[config.mk]
export PLATFORM = sky130hd
export DESIGN_NAME = mips_multicycle_ctrl
export DESIGN_NICKNAME = d
export VERILOG_FILES = /design/src/rtl/mips_multicycle_ctrl.sv
export SDC_FILE = /design/constraint.sdc
export NUM_CORES = 1
export LEC_CHECK = 0
export CAP_MARGIN = 20
export CORE_AREA = 2 2 67 69
export DETAILED_ROUTE_END_ITERATION = 10
export DIE_AREA = 0 0 69 71
export PLACE_DENSITY = 0.62
export SETUP_SLACK_MARGIN = 0.1
export SLEW_MARGIN = 20
export SYNTH_ARGS = -nofsm -noshare
export SYNTH_HDL_FRONTEND = slang
export SYNTH_SLANG_ARGS = --single-unit
export TNS_END_PERCENT = 5
[constraint.sdc]
create_clock -name clk -period 2.5 [get_ports clk]
set_clock_uncertainty 0.1 [all_clocks]
set_input_delay 0.5 -clock clk [delete_from_list [all_inputs] [get_ports clk]]
set_output_delay 0.5 -clock clk [all_outputs]
set_load 0.005 [all_outputs]
[src/rtl/mips_multicycle_ctrl.sv]
// mips_multicycle_ctrl
// Multicycle control FSM for the MIPS-subset core. It sequences fetch, decode,
// execute, memory and writeback, and drives ALU op, datapath selects and the
// memory request handshake.
// Ports:
//   clk, rst_n          core clock (rising edge), async active-low reset
//   i_instr             IR contents, valid from DECODE until next fetch completes
//   i_alu_zero          ALU zero flag (same cycle as o_alu_ctrl)
//   i_mem_ready         memory completes the current request this cycle
//   o_mem_req/we/size   memory request, store qualifier, access size
//   o_ir_we, o_pc_we    IR load and PC update strobes
//   o_pc_src            0 = PC+4, 1 = branch target
//   o_alu_ctrl          4-bit ALU operation (0000 when idle)
//   o_alu_src_b         0 = rt, 1 = sign-ext imm16, 2 = zero-ext imm16
//   o_reg_we/dst        regfile write strobe and destination select
//   o_wb_sel            0 = ALU result, 1 = memory read data
//   o_illegal           sticky unsupported-instruction flag
module mips_multicycle_ctrl (
    input  logic        clk,
    input  logic        rst_n,
    input  logic [31:0] i_instr,
    input  logic        i_alu_zero,
    input  logic        i_mem_ready,
    output logic        o_mem_req,
    output logic        o_mem_we,
    output logic [1:0]  o_mem_size,
    output logic        o_ir_we,
    output logic        o_pc_we,
    output logic        o_pc_src,
    output logic [3:0]  o_alu_ctrl,
    output logic [1:0]  o_alu_src_b,
    output logic        o_reg_we,
    output logic        o_reg_dst,
    output logic        o_wb_sel,
    output logic        o_illegal
);

    localparam logic [3:0] AluIdle = 4'b0000;
    localparam logic [3:0] AluAdd  = 4'b0101;
    localparam logic [3:0] AluSub  = 4'b0110;
    localparam logic [3:0] AluAnd  = 4'b0001;
    localparam logic [3:0] AluOr   = 4'b0011;
    localparam logic [3:0] AluXor  = 4'b0010;
    localparam logic [3:0] AluSltu = 4'b1000;
    localparam logic [3:0] AluSlt  = 4'b1001;
    localparam logic [3:0] AluSll  = 4'b1010;
    localparam logic [3:0] AluSrl  = 4'b1011;
    localparam logic [3:0] AluLui  = 4'b1100;

    typedef enum logic [3:0] {
        StFetch, StDecode, StExec, StWb, StAddr, StMem, StLwb, StBranch, StTrap
    } state_e;

    typedef enum logic [1:0] {ClsAlu, ClsMem, ClsBranch, ClsBad} cls_e;

    state_e      r_state;
    state_e      w_state_d;

    logic        r_mem_req, r_mem_we, r_pc_src, r_reg_we, r_reg_dst, r_wb_sel, r_illegal;
    logic [1:0]  r_mem_size, r_alu_src_b;
    logic [3:0]  r_alu_ctrl;

    logic        w_mem_req_d, w_mem_we_d, w_pc_src_d, w_reg_we_d, w_reg_dst_d, w_wb_sel_d;
    logic [1:0]  w_mem_size_d, w_alu_src_b_d;
    logic [3:0]  w_alu_ctrl_d;

    logic [5:0]  w_op, w_funct;
    cls_e        w_cls;
    logic [3:0]  w_alu;
    logic [1:0]  w_src_b, w_size;
    logic        w_reg_dst, w_is_store, w_is_beq;
    logic        w_fetch_ack, w_br_take;
    logic        w_unused_instr;

    assign w_op           = i_instr[31:26];
    assign w_funct        = i_instr[5:0];
    assign w_is_beq       = (w_op == 6'h04);
    assign w_unused_instr = ^i_instr[25:6];

    // Instruction decode; only consulted while IR holds the current instruction.
    always_comb begin
        w_cls      = ClsBad;
        w_alu      = AluIdle;
        w_src_b    = 2'd0;
        w_size     = 2'd2;
        w_reg_dst  = 1'b0;
        w_is_store = 1'b0;
        case (w_op)
            6'h00: begin
                w_cls     = ClsAlu;
                w_reg_dst = 1'b1;
                case (w_funct)
                    6'h21:   w_alu = AluAdd;
                    6'h23:   w_alu = AluSub;
                    6'h24:   w_alu = AluAnd;
                    6'h25:   w_alu = AluOr;
                    6'h26:   w_alu = AluXor;
                    6'h2A:   w_alu = AluSlt;
                    6'h2B:   w_alu = AluSltu;
                    6'h00:   w_alu = AluSll;
                    6'h02:   w_alu = AluSrl;
                    default: w_cls = ClsBad;
                endcase
            end
            6'h09:   begin w_cls = ClsAlu; w_alu = AluAdd;  w_src_b = 2'd1; end
            6'h0B:   begin w_cls = ClsAlu; w_alu = AluSltu; w_src_b = 2'd1; end
            6'h0C:   begin w_cls = ClsAlu; w_alu = AluAnd;  w_src_b = 2'd2; end
            6'h0D:   begin w_cls = ClsAlu; w_alu = AluOr;   w_src_b = 2'd2; end
            6'h0F:   begin w_cls = ClsAlu; w_alu = AluLui;  w_src_b = 2'd2; end
            6'h23:   begin w_cls = ClsMem; w_size = 2'd2; end
            6'h24:   begin w_cls = ClsMem; w_size = 2'd0; end
            6'h25:   begin w_cls = ClsMem; w_size = 2'd1; end
            6'h28:   begin w_cls = ClsMem; w_size = 2'd0; w_is_store = 1'b1; end
            6'h29:   begin w_cls = ClsMem; w_size = 2'd1; w_is_store = 1'b1; end
            6'h2B:   begin w_cls = ClsMem; w_size = 2'd2; w_is_store = 1'b1; end
            6'h04,
            6'h05:   w_cls = ClsBranch;
            default: w_cls = ClsBad;
        endcase
    end

    // mem_ready only counts while a request is actually outstanding.
    assign w_fetch_ack = (r_state == StFetch) && r_mem_req && i_mem_ready;
    assign w_br_take   = (r_state == StBranch) && (w_is_beq ? i_alu_zero : !i_alu_zero);

    always_comb begin
        w_state_d = r_state;
        unique case (r_state)
            StFetch:  if (w_fetch_ack) w_state_d = StDecode;
            StDecode: begin
                unique case (w_cls)
                    ClsAlu:    w_state_d = StExec;
                    ClsMem:    w_state_d = StAddr;
                    ClsBranch: w_state_d = StBranch;
                    default:   w_state_d = StTrap;
                endcase
            end
            StExec:   w_state_d = StWb;
            StWb:     w_state_d = StFetch;
            StAddr:   w_state_d = StMem;
            StMem: begin
                if (r_mem_req && i_mem_ready) w_state_d = w_is_store ? StFetch : StLwb;
            end
            StLwb:    w_state_d = StFetch;
            StBranch: w_state_d = StFetch;
            StTrap:   w_state_d = StTrap;
            default:  w_state_d = StFetch;
        endcase
    end

    // Registered outputs are decoded from the next state so they line up with it.
    always_comb begin
        w_mem_req_d   = 1'b0;
        w_mem_we_d    = 1'b0;
        w_mem_size_d  = 2'd0;
        w_pc_src_d    = 1'b0;
        w_alu_ctrl_d  = AluIdle;
        w_alu_src_b_d = 2'd0;
        w_reg_we_d    = 1'b0;
        w_reg_dst_d   = 1'b0;
        w_wb_sel_d    = 1'b0;
        unique case (w_state_d)
            StFetch: begin
                w_mem_req_d  = 1'b1;
                w_mem_size_d = 2'd2;
            end
            StExec, StWb: begin
                w_alu_ctrl_d  = w_alu;
                w_alu_src_b_d = w_src_b;
                w_reg_dst_d   = w_reg_dst;
                w_reg_we_d    = (w_state_d == StWb);
            end
            StAddr, StMem: begin
                w_alu_ctrl_d  = AluAdd;
                w_alu_src_b_d = 2'd1;
                if (w_state_d == StMem) begin
                    w_mem_req_d  = 1'b1;
                    w_mem_we_d   = w_is_store;
                    w_mem_size_d = w_size;
                end
            end
            StLwb: begin
                w_reg_we_d = 1'b1;
                w_wb_sel_d = 1'b1;
            end
            StBranch: begin
                w_alu_ctrl_d = AluSub;
                w_pc_src_d   = 1'b1;
            end
            default: ;
        endcase
    end

    always_ff @(posedge clk or negedge rst_n) begin
        if (!rst_n) begin
            r_state     <= StFetch;
            r_mem_req   <= 1'b0;
            r_mem_we    <= 1'b0;
            r_mem_size  <= 2'd0;
            r_pc_src    <= 1'b0;
            r_alu_ctrl  <= AluIdle;
            r_alu_src_b <= 2'd0;
            r_reg_we    <= 1'b0;
            r_reg_dst   <= 1'b0;
            r_wb_sel    <= 1'b0;
            r_illegal   <= 1'b0;
        end else begin
            r_state     <= w_state_d;
            r_mem_req   <= w_mem_req_d;
            r_mem_we    <= w_mem_we_d;
            r_mem_size  <= w_mem_size_d;
            r_pc_src    <= w_pc_src_d;
            r_alu_ctrl  <= w_alu_ctrl_d;
            r_alu_src_b <= w_alu_src_b_d;
            r_reg_we    <= w_reg_we_d;
            r_reg_dst   <= w_reg_dst_d;
            r_wb_sel    <= w_wb_sel_d;
            r_illegal   <= r_illegal | (w_state_d == StTrap);
        end
    end

    assign o_mem_req   = r_mem_req;
    assign o_mem_we    = r_mem_we;
    assign o_mem_size  = r_mem_size;
    assign o_ir_we     = w_fetch_ack;
    assign o_pc_we     = w_fetch_ack | w_br_take;
    assign o_pc_src    = r_pc_src;
    assign o_alu_ctrl  = r_alu_ctrl;
    assign o_alu_src_b = r_alu_src_b;
    assign o_reg_we    = r_reg_we;
    assign o_reg_dst   = r_reg_dst;
    assign o_wb_sel    = r_wb_sel;
    assign o_illegal   = r_illegal;

endmodule

# ---- Word level (Yosys, flattened, before mapping)
# Cells that the tools add are included.
dict set report word_totals {
  elab_cells 96
  input_bits 36
  out_inout_bits 17
  reg_bits 19
}
dict set report classes {
  mux 26
  eq_ne 36
  bitwise 2
  reduce_logical 21
}
# operator n
set op_table {}
lappend op_table {{equality test 6 bit (second input constant)} 13}
lappend op_table {{case mux 4 bit (6 select lines)} 2}
lappend op_table {{case mux 4 bit (9 select lines)} 1}
lappend op_table {{equality test 6 x 4 -> 1 bit (second input constant)} 5}
lappend op_table {{equality test 4 x 3 -> 1 bit (second input constant)} 7}
lappend op_table {{case mux 4 bit (3 select lines)} 2}
lappend op_table {{case mux 2 bit (2 select lines)} 4}
lappend op_table {{equality test 4 x 2 -> 1 bit (second input constant)} 3}
lappend op_table {{equality test 6 x 3 -> 1 bit (second input constant)} 2}
lappend op_table {{zero test 6 bit} 2}
lappend op_table {{OR reduction 2 bit} 6}
lappend op_table {{2-to-1 mux 1 bit} 9}
lappend op_table {{OR reduction 9 bit} 1}
lappend op_table {{equality test 4 bit (second input constant)} 2}
lappend op_table {{zero test 4 bit} 2}
lappend op_table {{2-to-1 mux 4 bit} 2}
lappend op_table {{case mux 2 bit (4 select lines)} 1}
lappend op_table {{equality test 6 x 2 -> 1 bit (second input constant)} 1}
lappend op_table {{OR reduction 3 bit} 2}
lappend op_table {{OR reduction 6 bit} 1}
lappend op_table {{OR reduction 5 bit} 1}
lappend op_table {{equality test 4 x 1 -> 1 bit (second input constant)} 1}
lappend op_table {{logical AND 1 bit} 4}
lappend op_table {{2-to-1 mux 2 bit} 2}
lappend op_table {{other kinds (7)} 9}

# ---- Depth between registers and ports, before layout
dict set report logic_depth {
  depth_word 10
  ltp_mapped 13
}

# ---- Worst setup path before layout
# No wires, ideal clock.
dict set report synth_path {
  path_type {input -> register}
  startpoint {input i_instr[2]}
  endpoint {register r_alu_ctrl[2], in the netlist o_alu_ctrl[2]}
  t_arrival_ns 2.779
  cell_stages 11
  required_ns 2.249
  path_slack_ns -0.530
  setup_ns 0.151
  cell_sequence {buf_2 and3b_1 a221o_1 a21oi_1 o21ai_0 o21ai_0 ha_1 nand3b_1 a211oi_2 clkbuf_1 o221ai_1}
}
dict set report synth_between {
  elab_chain_cells 10
  elab_cells_between_ends 27
}
# element line
set synth_rtl {}
lappend synth_rtl {{start: declaration} 21} ;# input logic [31:0] i_instr,
lappend synth_rtl {{equality test 6 x 2 -> 1 bit (tied with other cells)} 92} ;# case (w_funct)
lappend synth_rtl {{OR reduction 9 bit (no source line) (*)} --}
lappend synth_rtl {{2-to-1 mux 2 bit (*)} 92}
lappend synth_rtl {{case mux 2 bit (4 select lines) (*)} 88} ;# case (w_op)
lappend synth_rtl {{equality test 2 bit (tied with other cells)} 131} ;# unique case (w_cls)
lappend synth_rtl {{case mux 4 bit (3 select lines) (*)} 131}
lappend synth_rtl {{case mux 4 bit (6 select lines) (*)} 128} ;# unique case (r_state)
lappend synth_rtl {{net w_state_d[3]} 57} ;# state_e w_state_d;
lappend synth_rtl {{equality test 4 x 3 -> 1 bit / equality test 4 x 2 -> 1 bit (equally long branches)} 162} ;# unique case (w_state_d)
lappend synth_rtl {{OR reduction 2 bit} 162}
lappend synth_rtl {{case mux 4 bit (3 select lines) (*)} 162}
lappend synth_rtl {{net w_alu_ctrl_d[2]} 65} ;# logic [3:0] w_alu_ctrl_d;
lappend synth_rtl {{end signal: assignment} 201} ;# r_alu_ctrl <= AluIdle;
lappend synth_rtl {{end signal: assignment} 213} ;# r_alu_ctrl <= w_alu_ctrl_d;
lappend synth_rtl {{end: declaration} 61} ;# logic [3:0] r_alu_ctrl;
# Mark *: on every way through the listed nets, which the timed path passes. The rest lies on a longest branch.

# ---- Final worst setup path
dict set report layout_path {
  startpoint {input i_instr[1]}
  endpoint {register r_mem_req, in the netlist o_mem_req}
}
dict set report layout_between {
  elab_chain_cells 10
  elab_cells_between_ends 23
}
# element line
set layout_rtl {}
lappend layout_rtl {{equality test 6 x 2 -> 1 bit (tied with other cells)} 92}
lappend layout_rtl {{OR reduction 9 bit (no source line) (*)} --}
lappend layout_rtl {{2-to-1 mux 2 bit (*)} 92}
lappend layout_rtl {{case mux 2 bit (4 select lines) (*)} 88}
lappend layout_rtl {{equality test 2 bit (tied with other cells)} 131}
lappend layout_rtl {{case mux 4 bit (3 select lines) (*)} 131}
lappend layout_rtl {{case mux 4 bit (6 select lines) (*)} 128}
lappend layout_rtl {{net w_state_d[2]} 57}
lappend layout_rtl {{equality test 4 x 3 -> 1 bit, on equally long branches} {162, 176}}
lappend layout_rtl {{2-to-1 mux 1 bit / OR reduction 2 bit (equally long branches)} {176, 162}}
lappend layout_rtl {{case mux 1 bit (2 select lines) (*)} 162}
lappend layout_rtl {{net w_mem_req_d} 63} ;# logic w_mem_req_d, w_mem_we_d, w_pc_src_d, w_reg_we_d, w_reg_dst_d, w_wb_sel_d;
lappend layout_rtl {{end signal: assignment} 209} ;# r_mem_req <= w_mem_req_d;
lappend layout_rtl {{end: declaration} 59} ;# logic r_mem_req, r_mem_we, r_pc_src, r_reg_we, r_reg_dst, r_wb_sel, r_illegal;
# Marks and branches as above.

==> results.sh <==
export IMPL_cp_arrival_ns=2.77
export IMPL_cts_buffers=3
export IMPL_synth_edf_count=0
export IMPL_num_rows=24
export IMPL_status="complete, but fails checks"
export IMPL_rsz0062_at_grt="yes"
export IMPL_violations="negative setup slack"
export IMPL_clock_fmax_mhz=373
export IMPL_required_ns=2.59
export IMPL_fin_crit_sh_pct=107
export IMPL_grt_pass1_vias=1548
export IMPL_synth_distinct_cells=59
export IMPL_powerDensity_mw_per_mm2=697
export IMPL_clock_latency_ns=0.26
export IMPL_synthFlopType="dfrtp_1"
export IMPL_die_w_um=69
export IMPL_drc=0
export IMPL_ff_latch_area_um2=475
export IMPL_wirelength_um=4130
export IMPL_syn_num_nets=192
export IMPL_post_route_util_pct=57.4
export IMPL_cp_max_fo=7
export IMPL_syn_inst=154
export IMPL_critPathLaunchType="input pin"
export IMPL_cts_sinks=19
export IMPL_die_area_mm2=0.00490
export IMPL_relSlewSlack_pct=70.3
export IMPL_clk_pin_slew_ns=0.07
export IMPL_first_pass_iters=4
export IMPL_drive_gt1_share_pct=46.0
export IMPL_cts_buffer_depth=2
export IMPL_gp_congestion=0.817
export IMPL_drv_cap=0
export IMPL_crit_path_end_kind="flip-flop"
export IMPL_nFillCells=354
export IMPL_synth_seq_cells=19
export IMPL_die_h_um=71
export IMPL_finalPower_mw=1.68
export IMPL_ant_nets=0
export IMPL_setup_viol=16
export IMPL_num_io_pins=53
export IMPL_finalHoldViolCount=0
export IMPL_pre_cts_ws_ns=-0.991
export IMPL_period_needed_ns=2.68
export IMPL_drtIter0Drc=92
export IMPL_hold_class="flip-flop to flip-flop"
export IMPL_async_flop_share_pct=100
export IMPL_antenna_found_initial=0
export IMPL_ys_seq_area_share_pct=33.2
export IMPL_setup_slack_ns=-0.180
export IMPL_wl_per_cell_um=14.4
export IMPL_layout_nets=274
export IMPL_root_buffer="clkbuf_8"
export IMPL_synth_avg_cell_area_um2=9.29
export IMPL_cts_tree="yes"
export IMPL_core_area_mm2=0.00420
export IMPL_synth_top_area_share_pct=33.2
export IMPL_slew_violations=0
export IMPL_synth_warnings=0
export IMPL_grt_max_degree=20
export IMPL_grt_overflow_total=0
export IMPL_n_antenna_cell=0
export IMPL_yosys_top_cells_area="dfrtp_1, nor2_1, buf_2"
export IMPL_htree_levels=1
export IMPL_yosys_area_top_type="dfrtp_1"
export IMPL_critPathKind="input pin to flip-flop"
export IMPL_grt_pass1_wl_um=7190
export IMPL_initial_core_util_pct=34.0
export IMPL_dp_final_hpwl_um=3130
export IMPL_max_vdd_ir_drop_mv=0.278
export IMPL_area_delta_synth_final_pct=68.7
export IMPL_multi_input_area_um2=992
export IMPL_tightest_slew_ns=0.439
export IMPL_vias=1510
export IMPL_synthesis_area_mm2=0.00143
export IMPL_vias_per_cell=5.26
export IMPL_grt_use_total_pct=17.9
export IMPL_port_buffers=32
export IMPL_p_leak_nw=1.03
[sequential cells by signal, summed over array words and instances (netlist names)]
register	flops
o_pc_src	1
r_state	4
o_reg_dst	1
o_alu_src_b	2
o_alu_ctrl	4
o_reg_we	1
o_wb_sel	1
o_mem_req	1
o_mem_we	1
o_mem_size	2
o_illegal	1
[stage by stage]
| stage | TNS, ns | cell area, um2 | hold WS (ns) | cells |
|---|---|---|---|---|
| after floorplan | -4.69 | 1490 | 0.104 | 154 |
| after global placement | -14.98 | 2100 | 0.368 | 268 |
| after detailed placement | -16.64 | 2100 | 0.379 | 268 |
| after CTS | -1.55 | 2350 | 0.395 | 286 |
| after global routing | -3.79 | 2410 | 0.422 | 287 |
| final | -1.87 | 2410 | 0.393 | 287 |
[cells in the mapped netlist (3+ instances only)]
| master | count |
|---|---|
| a21oi_1 | 5 |
| buf_2 | 10 |
| clkbuf_1 | 3 |
| dfrtp_1 | 19 |
| nand2_1 | 9 |
| nand2b_1 | 6 |
| nand3_1 | 5 |
| nor2_1 | 14 |
| nor2b_1 | 4 |
| nor3_1 | 7 |
| nor4b_1 | 3 |
| nor4b_2 | 3 |
| o21ai_0 | 4 |
| xnor2_1 | 4 |
[cell type report]
type / count / area share, %
multi-input cells: 116 / 41.1
well taps: 52 / 2.69
flip-flops and latches: 19 / 19.7
inverters: 3 / 0.777
repair buffers: 93 / 33.9
clock buffers: 4 / 1.87
[path summary, 6_finish.rpt]
check                      startpoint  cells after the start             end  slack, ns
min in group asynchronous       rst_n                      2      r_state[0]       0.47
min reg2reg                 o_illegal                      1       o_illegal       0.39
max reg2reg                r_state[2]                      6       o_illegal       0.31
max                        i_instr[1]                     12       o_mem_req      -0.18
min                         o_illegal                      1       o_illegal       0.39
max in group asynchronous       rst_n                      2  o_alu_src_b[1]       1.63
[placed cells by master (no fill, tap or decap), types with 3 or more instances in the layout]
| cell | n |
|---|---|
| nand2b_1 | 6 |
| nand2_1 | 9 |
| nor3_1 | 5 |
| dfrtp_1 | 19 |
| buf_6 | 12 |
| clkdlybuf4s15_2 | 3 |
| buf_4 | 51 |
| nor4_2 | 3 |
| nor2b_1 | 3 |
| nand3_1 | 4 |
| nor2_1 | 12 |
| o21ai_2 | 4 |
| clkdlybuf4s50_1 | 20 |
| dlygate4sd2_1 | 3 |
| xnor2_1 | 3 |
| clkbuf_8 | 3 |
| a21oi_1 | 3 |
| nor4b_2 | 4 |
[worst max-delay path, stage by stage]
cell and delay [ns]:
buf_6 0.10, and3b_1 0.16, a221o_1 0.29, a21oi_2 0.15, o21ai_2 0.10, o311a_1 0.15, ha_1 0.31, nor2b_4 0.13
o41a_4 0.44, inv_8 0.11, xnor2_2 0.14, and3_1 0.19
[cell families (layout without fill, tap and decap cells)]
group / count (synthesis) / count (layout) / share of synthesized area, %
xor gates and xnor gates: 5 / 5 / 3.06
muxes: 3 / 3 / 2.19
buffers and inverters: 19 / 100 / 7.34
DFF: 19 / 19 / 33.2
adders and majority gates: 2 / 2 / 1.75
AOI/OAI and AO/OA: 34 / 34 / 20.0
and+or+nand+nor: 72 / 72 / 32.4
[power by group]
group / switching (mW) / internal, mW
sequential: 0.0726 / 0.374
clock: 0.0953 / 0.113
combinational: 0.487 / 0.540
total: 0.654 / 1.03
[timing repair]
item	4_1_cts	5_1_grt
buffers inserted	13	1
endpoints found under the setup margin	21	21
endpoints found under the hold margin	0	0
cloned	1	0
pin swaps	19	8
hold buffers	0	0
gates resized for setup	61	13
[metal layers]
metal	up-vias	track usage (%)	part of all wire (%)
met3	14	3.28	3.7
li1	733	-	-
met2	44	31.9	52
met4	0	7.84	3.9
met5	-	0	0
met1	719	21.0	40
Power figures use the tool's default switching activity.
